<file path="config.mk">
export PLATFORM = sky130hd
export DESIGN_NAME = srt_divider_param
export DESIGN_NICKNAME = d
export VERILOG_FILES = /design/src/rtl/srt_divider_param.sv
export SDC_FILE = /design/constraint.sdc
export NUM_CORES = 1
export LEC_CHECK = 0
export CELL_PAD_IN_SITES_DETAIL_PLACEMENT = 1
export CELL_PAD_IN_SITES_GLOBAL_PLACEMENT = 1
export CORE_MARGIN = 2
export CORE_UTILIZATION = 38
export CTS_CLUSTER_SIZE = 12
export DETAILED_ROUTE_END_ITERATION = 16
export MAX_ROUTING_LAYER = met4
export PLACE_DENSITY_LB_ADDON = 0.1
export SETUP_SLACK_MARGIN = 0.15
export SYNTH_ARGS = -nofsm -noshare
export SYNTH_HDL_FRONTEND = slang
export SYNTH_SLANG_ARGS = --single-unit
</file>
<file path="constraint.sdc">
create_clock -name clk -period 7.05 [get_ports clk]
set_clock_uncertainty 0.1 [all_clocks]
set_input_delay 0.705 -clock clk [delete_from_list [all_inputs] [get_ports clk]]
set_output_delay 0.705 -clock clk [all_outputs]
set_load 0.005 [all_outputs]
</file>
<file path="src/rtl/srt_divider_param.sv">
// Iterative radix-2 non-restoring divider, signed/unsigned, WIDTH-bit operands.
// Latency: done WIDTH+4 cycles after start accept; 2 cycles for divide-by-zero or MIN/-1.
// No backpressure: start is ignored while busy (including the done cycle).
module srt_divider_param #(
  parameter int WIDTH     = 8,
  parameter bit SIGNED_EN = 1'b1
) (
  input  logic             clk,
  input  logic             rst,
  input  logic             start,
  input  logic             signed_mode,
  input  logic [WIDTH-1:0] dividend,
  input  logic [WIDTH-1:0] divisor,
  output logic [WIDTH-1:0] quotient,
  output logic [WIDTH-1:0] remainder,
  output logic             busy,
  output logic             done,
  output logic             div_by_zero,
  output logic             overflow
);

  localparam int CNT_W = $clog2(WIDTH);
  localparam logic [WIDTH-1:0] MIN_VAL  = {1'b1, {(WIDTH-1){1'b0}}};
  localparam logic [WIDTH-1:0] ALL_ONES = {WIDTH{1'b1}};

  typedef enum logic [2:0] {
    IDLE     = 3'd0,
    LOAD     = 3'd1,
    ITER     = 3'd2,
    CORRECT  = 3'd3,
    SIGN_FIX = 3'd4,
    DONE     = 3'd5
  } state_t;

  state_t           state;
  logic [WIDTH-1:0] a_r;        // captured dividend
  logic [WIDTH-1:0] b_r;        // captured divisor
  logic             neg_a_r;    // dividend is negative (signed mode only)
  logic             neg_b_r;    // divisor is negative (signed mode only)
  logic             dz_r;       // divisor was zero
  logic             ov_r;       // signed MIN / -1
  logic [WIDTH:0]   p_r;        // partial remainder, one extra bit for the sign
  logic [WIDTH-1:0] q_r;        // dividend shifts out, quotient shifts in
  logic [WIDTH:0]   d_r;        // divisor magnitude, zero-extended
  logic [CNT_W-1:0] cnt_r;

  logic             signed_in;
  logic [WIDTH:0]   p_shift;
  logic [WIDTH:0]   p_next;

  assign signed_in = SIGNED_EN && signed_mode;

  // One non-restoring step: shift {P,Q} left, then subtract or add the divisor by P's sign.
  always_comb begin
    p_shift = {p_r[WIDTH-1:0], q_r[WIDTH-1]};
    p_next  = p_shift;
    if (p_r[WIDTH]) begin
      p_next = p_shift + d_r;
    end else begin
      p_next = p_shift - d_r;
    end
  end

  // Control FSM with registered datapath and outputs.
  always_ff @(posedge clk or posedge rst) begin
    if (rst) begin
      state       <= IDLE;
      a_r         <= '0;
      b_r         <= '0;
      neg_a_r     <= 1'b0;
      neg_b_r     <= 1'b0;
      dz_r        <= 1'b0;
      ov_r        <= 1'b0;
      p_r         <= '0;
      q_r         <= '0;
      d_r         <= '0;
      cnt_r       <= '0;
      quotient    <= '0;
      remainder   <= '0;
      busy        <= 1'b0;
      done        <= 1'b0;
      div_by_zero <= 1'b0;
      overflow    <= 1'b0;
    end else begin
      case (state)
        IDLE: begin
          done <= 1'b0;
          if (busy) begin
            // This is the done cycle: busy drops now, start is not looked at.
            busy <= 1'b0;
          end else if (start) begin
            a_r     <= dividend;
            b_r     <= divisor;
            neg_a_r <= signed_in && dividend[WIDTH-1];
            neg_b_r <= signed_in && divisor[WIDTH-1];
            dz_r    <= (divisor == '0);
            ov_r    <= signed_in && (dividend == MIN_VAL) && (divisor == ALL_ONES);
            busy    <= 1'b1;
            state   <= LOAD;
          end
        end

        LOAD: begin
          p_r   <= '0;
          cnt_r <= '0;
          // Magnitudes: MIN negates to itself, which is its correct unsigned magnitude.
          q_r   <= neg_a_r ? -a_r : a_r;
          d_r   <= {1'b0, (neg_b_r ? -b_r : b_r)};
          if (dz_r || ov_r) begin
            state <= DONE;
          end else begin
            state <= ITER;
          end
        end

        ITER: begin
          p_r   <= p_next;
          q_r   <= {q_r[WIDTH-2:0], ~p_next[WIDTH]};
          cnt_r <= cnt_r + 1'b1;
          if (cnt_r == CNT_W'(WIDTH - 1)) begin
            state <= CORRECT;
          end
        end

        CORRECT: begin
          // A negative final partial remainder is one divisor short.
          if (p_r[WIDTH]) begin
            p_r <= p_r + d_r;
          end
          state <= SIGN_FIX;
        end

        SIGN_FIX: begin
          // Truncation toward zero: remainder takes the dividend's sign.
          if (neg_a_r ^ neg_b_r) begin
            q_r <= -q_r;
          end
          if (neg_a_r) begin
            p_r <= {1'b0, -p_r[WIDTH-1:0]};
          end
          state <= DONE;
        end

        DONE: begin
          done        <= 1'b1;
          div_by_zero <= dz_r;
          overflow    <= ov_r;
          if (dz_r) begin
            quotient  <= ALL_ONES;
            remainder <= a_r;
          end else if (ov_r) begin
            quotient  <= MIN_VAL;
            remainder <= '0;
          end else begin
            quotient  <= q_r;
            remainder <= p_r[WIDTH-1:0];
          end
          state <= IDLE;
        end

        default: begin
          state <= IDLE;
        end
      endcase
    end
  end

endmodule

</file>
== Word level (Yosys, flattened, before mapping) ==
Index checks and enable logic that the tools add are counted.

* Flip-flop bits (word level): 71
* Input port bits: 20
* Output and inout bits: 20
* Word-level logic and storage cells: 80

* $add $sub $neg: 8
* Equality and inequality tests: 14
* Multiplexer cells: 21
* Bitwise logic cells: 3
* Reductions and logical operators: 16

{| class="wikitable"
|+ Operator list
! kind !! number
|-
| 8-bit two-way mux || 7
|-
| 9-bit one-hot mux with 4 select lines || 1
|-
| 8-bit negation || 4
|-
| 9-bit two-way mux || 3
|-
| 8-bit one-hot mux with 3 select lines || 1
|-
| 9-bit by 8-bit adder with 9-bit output || 2
|-
| 8-bit equality test (second input constant) || 2
|-
| 3-bit one-hot mux with 5 select lines || 1
|-
| 3-bit two-way mux || 4
|-
| 2-bit != test (second input constant) || 6
|-
| 3-bit equality test (second input constant) || 3
|-
| 3-bit AND reduction || 3
|-
| 9-bit by 8-bit subtractor with 9-bit output || 1
|-
| 8-bit logical NOT || 1
|-
| 3-bit by 2-bit equality test with 1-bit output (second input constant) || 2
|-
| 3-bit one-hot mux with 2 select lines || 1
|-
| 1-bit logical AND || 4
|-
| 2-bit AND reduction || 2
|-
| 2-bit nonzero test || 2
|-
| 4-bit nonzero test || 1
|-
| 3-bit by 1-bit adder with 3-bit output (second input constant) || 1
|-
| 3-bit by 1-bit equality test with 1-bit output (second input constant) || 1
|-
| 3-bit logical NOT || 1
|-
| 3-bit nonzero test || 1
|-
| 5 further kinds || 7
|}

== Logic depth before layout (Yosys ltp) ==
* Depth after elaboration: 4
* Mapped depth: 11
* Gate-level depth less buffers: 11

== Worst setup path before layout ==
No wires, ideal clock.

* Kind: register to register
* Start: register d_r[5]
* End: register q_r[0]
* Library setup time: 0.120 ns
* Arrival: 2.372 ns
* Data required time: 6.830 ns
* Slack: 4.457 ns
* Cell stages (with the launch flop): 10
* Buffers on the path: 0
* Period minus slack after synthesis: 2.593 ns
* Cells stage by stage: dfrtp_1 nor4_1 a21oi_1 xor2_1 ha_1 and3_1 a221o_1 a21oi_1 xnor2_1 o211a_1

* Cells in the longest elaborated chain, start to end: 4
* Elaborated cells between the ends (all ways): 5
* Classes of those cells: add/sub: 2; mux: 2; bitwise: 1

{| class="wikitable"
|+ Ends and longest elaborated chain
! item !! RTL line !! RTL
|-
| start, declared || 44 || <nowiki>logic [WIDTH:0] d_r;</nowiki>
|-
| start signal, assigned || 108 || <nowiki>d_r <= {1'b0, (neg_b_r ? -b_r : b_r)};</nowiki>
|-
| 9-bit by 8-bit subtractor with 9-bit output or 9-bit by 8-bit adder with 9-bit output (tied branches) || 60, 58 ||
|-
| 9-bit two-way mux (*) || 57 || <nowiki>if (p_r[WIDTH]) begin</nowiki>
|-
| 1-bit NOT (*) || 118 || <nowiki>q_r <= {q_r[WIDTH-2:0], ~p_next[WIDTH]};</nowiki>
|-
| 8-bit one-hot mux with 3 select lines (*) || 85 || <nowiki>case (state)</nowiki>
|-
| end signal, assigned || 107 || <nowiki>q_r <= neg_a_r ? -a_r : a_r;</nowiki>
|-
| end signal, assigned || 118 ||
|-
| end signal, assigned || 136 || <nowiki>q_r <= -q_r;</nowiki>
|-
| end, declared || 43 || <nowiki>logic [WIDTH-1:0] q_r;</nowiki>
|}

Mark *: on every way between the ends. The rest lies on a longest branch, timed or not.
A chain may end at the register's enable or synchronous reset.

== Worst setup path in the final report ==
* Start: register d_r[1]
* End: register p_r[6]

* Cells in the longest elaborated chain, start to end: 3
* Elaborated cells between the ends (all ways): 6
* Classes of those cells: add/sub: 3; mux: 3

{| class="wikitable"
|+ Ends and longest elaborated chain
! item !! RTL line !! RTL
|-
| 9-bit by 8-bit adder with 9-bit output, or another cell as far along || 128 || <nowiki>p_r <= p_r + d_r;</nowiki>
|-
| 9-bit two-way mux, on equally long branches || 127, 57 ||
|-
| 9-bit one-hot mux with 4 select lines (*) || 85 ||
|-
| end signal, assigned || 117 || <nowiki>p_r <= p_next;</nowiki>
|-
| end signal, assigned || 128 ||
|-
| end signal, assigned || 139 || <nowiki>p_r <= {1'b0, -p_r[WIDTH-1:0]};</nowiki>
|-
| end, declared || 42 || <nowiki>logic [WIDTH:0] p_r;</nowiki>
|}

Mark *: on every way between the ends. The rest lies on a longest branch, timed or not. The select of a mux whose other input is x is not followed.

==> summary.md <==
| Metric | Value |
|---|---|
| Status | complete, no violations |
| Worst EP arrival | 3190 ps |
| I/O Pins | 40 |
| # setup viols final | 0 |
| Commonest non-fill, non-tap cells in the layout | dfrtp_1 (71), nand2_1 (55), o21ai_0 (44) |
| Peak supply drop | 0.226 mV |
| DR iter-0 viols | 198 |
| Setup crit end kind | register |
| Post-CTS setup buffers | 0 |
| Main combinational cell family by area after synthesis | compound AO/OA/AOI/OAI gates |
| Pin count of the biggest net entering global routing | 72 |
| Critical path required time | 7150 ps |
| HPWL Detailed | 9600 µm |
| Post-synth top area share | 0.387 |
| NumNets Final | 572 |
| FMAX | 324 MHz |
| Slew margin rel. | 0.299 |
| Die Area | ~13000 µm² |
| FF-to-FF Start | d_r[1] |
| CTS root buffer | clkbuf_16 |
| Vias in the first global route | between 4000 and 5000 |
| TNS Setup | 0 ps |
| Synthesized area per cell | around 9 µm² |
| Post-Syn Instances | 500 |
| WS Path Type | reg -> reg |
| H-tree levels | 3 |
| Leakage | about 2.2 nW |
| Worst hold slack | around 380 ps |
| Count of cell types in the netlist | 60 |
| Vias per cell | 5.75 |
| Post-route ant nets | 0 |
| Die width | 114 µm |
| CTS sink count | 71 |
| Maximum clock path buffer count | 2 |
| Compound-cell area share of the yosys netlist | 0.210 |
| Syn nets | 545 |
| Number of I/O port buffers | 39 |
| Syn Std Cell Area | 4600 µm² |
| Fraction of layout cells with a size suffix above 1 | 0.0791 |
| Commonest non-fill, non-tap cell in the layout | dfrtp_1 |
| Remaining DRCs | 0 |
| Ys async rst share | 1.00 |
| Final wirelength | around 13000 µm |
| Antenna diode count | 0 |
| Seq/Total Area, Yosys | 0.387 |
| Max_cap viols | 0 |
| RSZ-0062 raised after global routing | false |
| Ys flop type | dfrtp_1 |
| Total global routing overflow | 0 |
| CTS Buf Count | 9 |
| Power Density | approximately 560 nW/µm² |
| Final period utilization | 0.437 |
| Worst Hold Class | reg -> reg |
| Detailed Routing Iterations Pass 1 | 4 |
| Drt wl/cell | between 15 and 20 µm |
| Die height | 114 µm |
| Initial Util | 0.386 |
| Insertion delay to the later sink of the worst-skew pair | 340 ps |
| Storage cell area | about 1800 µm² |
| HP Start | quotient[0] |
| Cell taking the most area after synthesis | dfrtp_1 |
| Synth Area in Adders | 0.0713 |
| First-pass GRT wire length | 21300 µm |
| Filler cell count | 1364 |
| Initial antenna violation count | 0 |
| Hold_buf cts | 0 |
| Core Area | between 10000 and 15000 µm² |
| Clock Pin Slew Worst Setup and Hold Paths | 60 ps |
| Flops & latches, synth | 71 |
| Simple-Gate Fraction of Synth Area | 0.164 |
| CP max FO | 7 |
| Number of enable flip-flop cells after synthesis | 0 |
| GP Congestion | 0.922 |
| Number of core rows | 40 |
| Fin crit period | 3080 ps |
| TritonCTS clock tree | done |
| Multi-input logic area | 2600 µm² |
| Worst Max-Slew Pin Slew | 1050 ps |
| Mux cell area share after synthesis | 0.0550 |
| Yosys warning total | 0 |
| Setup crit start | d_r[1] |
| Synth top area cells | dfrtp_1 (39%), ha_1 (6.3%), o21ai_0 (4.8%), nand2_1 (4.5%), a21oi_1 (4.5%) |
| Final hold violations | 0 |
| Critical Path Source Type | register |
| Xor and xnor area share after synthesis | 0.0648 |
| Fin. max-slew vios | 0 |
| Vias | 3897 |
| Post-CTS resize count | 0 |
| Synth-to-layout area growth | 15.9% |
| Total Routing Usage GR | 0.217 |
[cell usage after synthesis, drive strengths merged, types with 5 or more instances]
| library cell | n |
|---|---|
| nor3 | 12 |
| mux2i | 5 |
| nand3b | 5 |
| clkbuf | 11 |
| o22ai | 5 |
| xnor2 | 11 |
| mux2 | 18 |
| o21ai | 47 |
| o31ai | 6 |
| buf | 13 |
| nand3 | 6 |
| a21oi | 41 |
| nor2 | 37 |
| nor4 | 5 |
| xor2 | 23 |
| dfrtp | 71 |
| ha | 23 |
| nor2b | 6 |
| inv | 21 |
| o21bai | 5 |
| a22oi | 10 |
| nand2 | 55 |
| a22o | 5 |
[sequential cells by signal (all words and copies together) (netlist names)]
signal	flops
neg_b_r	1
d_r	8
dz_r	1
overflow	1
q_r	8
cnt_r	3
state	3
done	1
b_r	8
a_r	8
div_by_zero	1
busy	1
remainder	8
p_r	9
ov_r	1
quotient	8
neg_a_r	1
[worst max-delay path: stages, from the launching register on]
cell and delay, ps:
dfrtp_1 480, inv_1 100, ha_1 280, mux2_2 180, inv_1 60, fa_1 430
nand2b_1 170, a21oi_1 280, a21oi_1 150, mux2i_1 140, a2111oi_0 470, a21oi_1 100
[worst paths after layout]
| kind | end | slack, ps | cells past startpoint |
|---|---|---|---|
| setup / recovery | p_r[6] | 3970 | 11 |
| hold / removal | quotient[0] | 380 | 2 |
| setup reg to reg | p_r[6] | 3970 | 11 |
| hold reg to reg | quotient[0] | 380 | 2 |
| max in group asynchronous | b_r[2] | 5350 | 3 |
| min in group asynchronous | div_by_zero | 860 | 3 |
[metal layers]
layer	GRT usage	vias to the layer above	wire length, µm
met1	0.279	1945	5860
met3	0.0367	22	556
met2	0.347	75	6270
met5	-	-	0
li1	-	1855	-
met4	0.0780	0	280
[through the flow]
step / power (mW) / cells / utilization / worst slack (ps) / area [µm²]
global route: 3.25 / 678 / 0.447 / 3810 / 5330
detailed placement: 2.54 / 663 / 0.423 / 4040 / 5030
finish: 2.99 / 678 / 0.447 / 3970 / 5330
global placement: 2.49 / 663 / 0.423 / 4050 / 5030
floorplan: 2.05 / 500 / - / 4450 / 4600
CTS: 3.01 / 678 / 0.447 / 4010 / 5330
[cell families (layout without fill, tap and decap cells)]
group / count (synthesis) / in the layout
and+or+nand+nor: 151 / 151
AOI/OAI and AO/OA: 151 / 151
buffers and inverters: 45 / 76
DFF: 71 / 71
muxes: 23 / 23
xor gates and xnor gates: 34 / 34
adders and majority gates: 25 / 25
[layout make-up]
class                      count  area share
multi-input combinational    384       0.488
sequential                    71       0.334
timing repair buffer          40      0.0747
clock buffer                  12      0.0463
tap                          147      0.0345
inverter                      21      0.0148
clock inverter                 3     0.00822
[power by group]
group | internal [mW] | switching, mW
logic | 0.746 | 0.878
clock network | 0.282 | 0.169
registers | 0.594 | 0.318
total | 1.62 | 1.36
No activity file was read; power rests on OpenSTA's default activity.
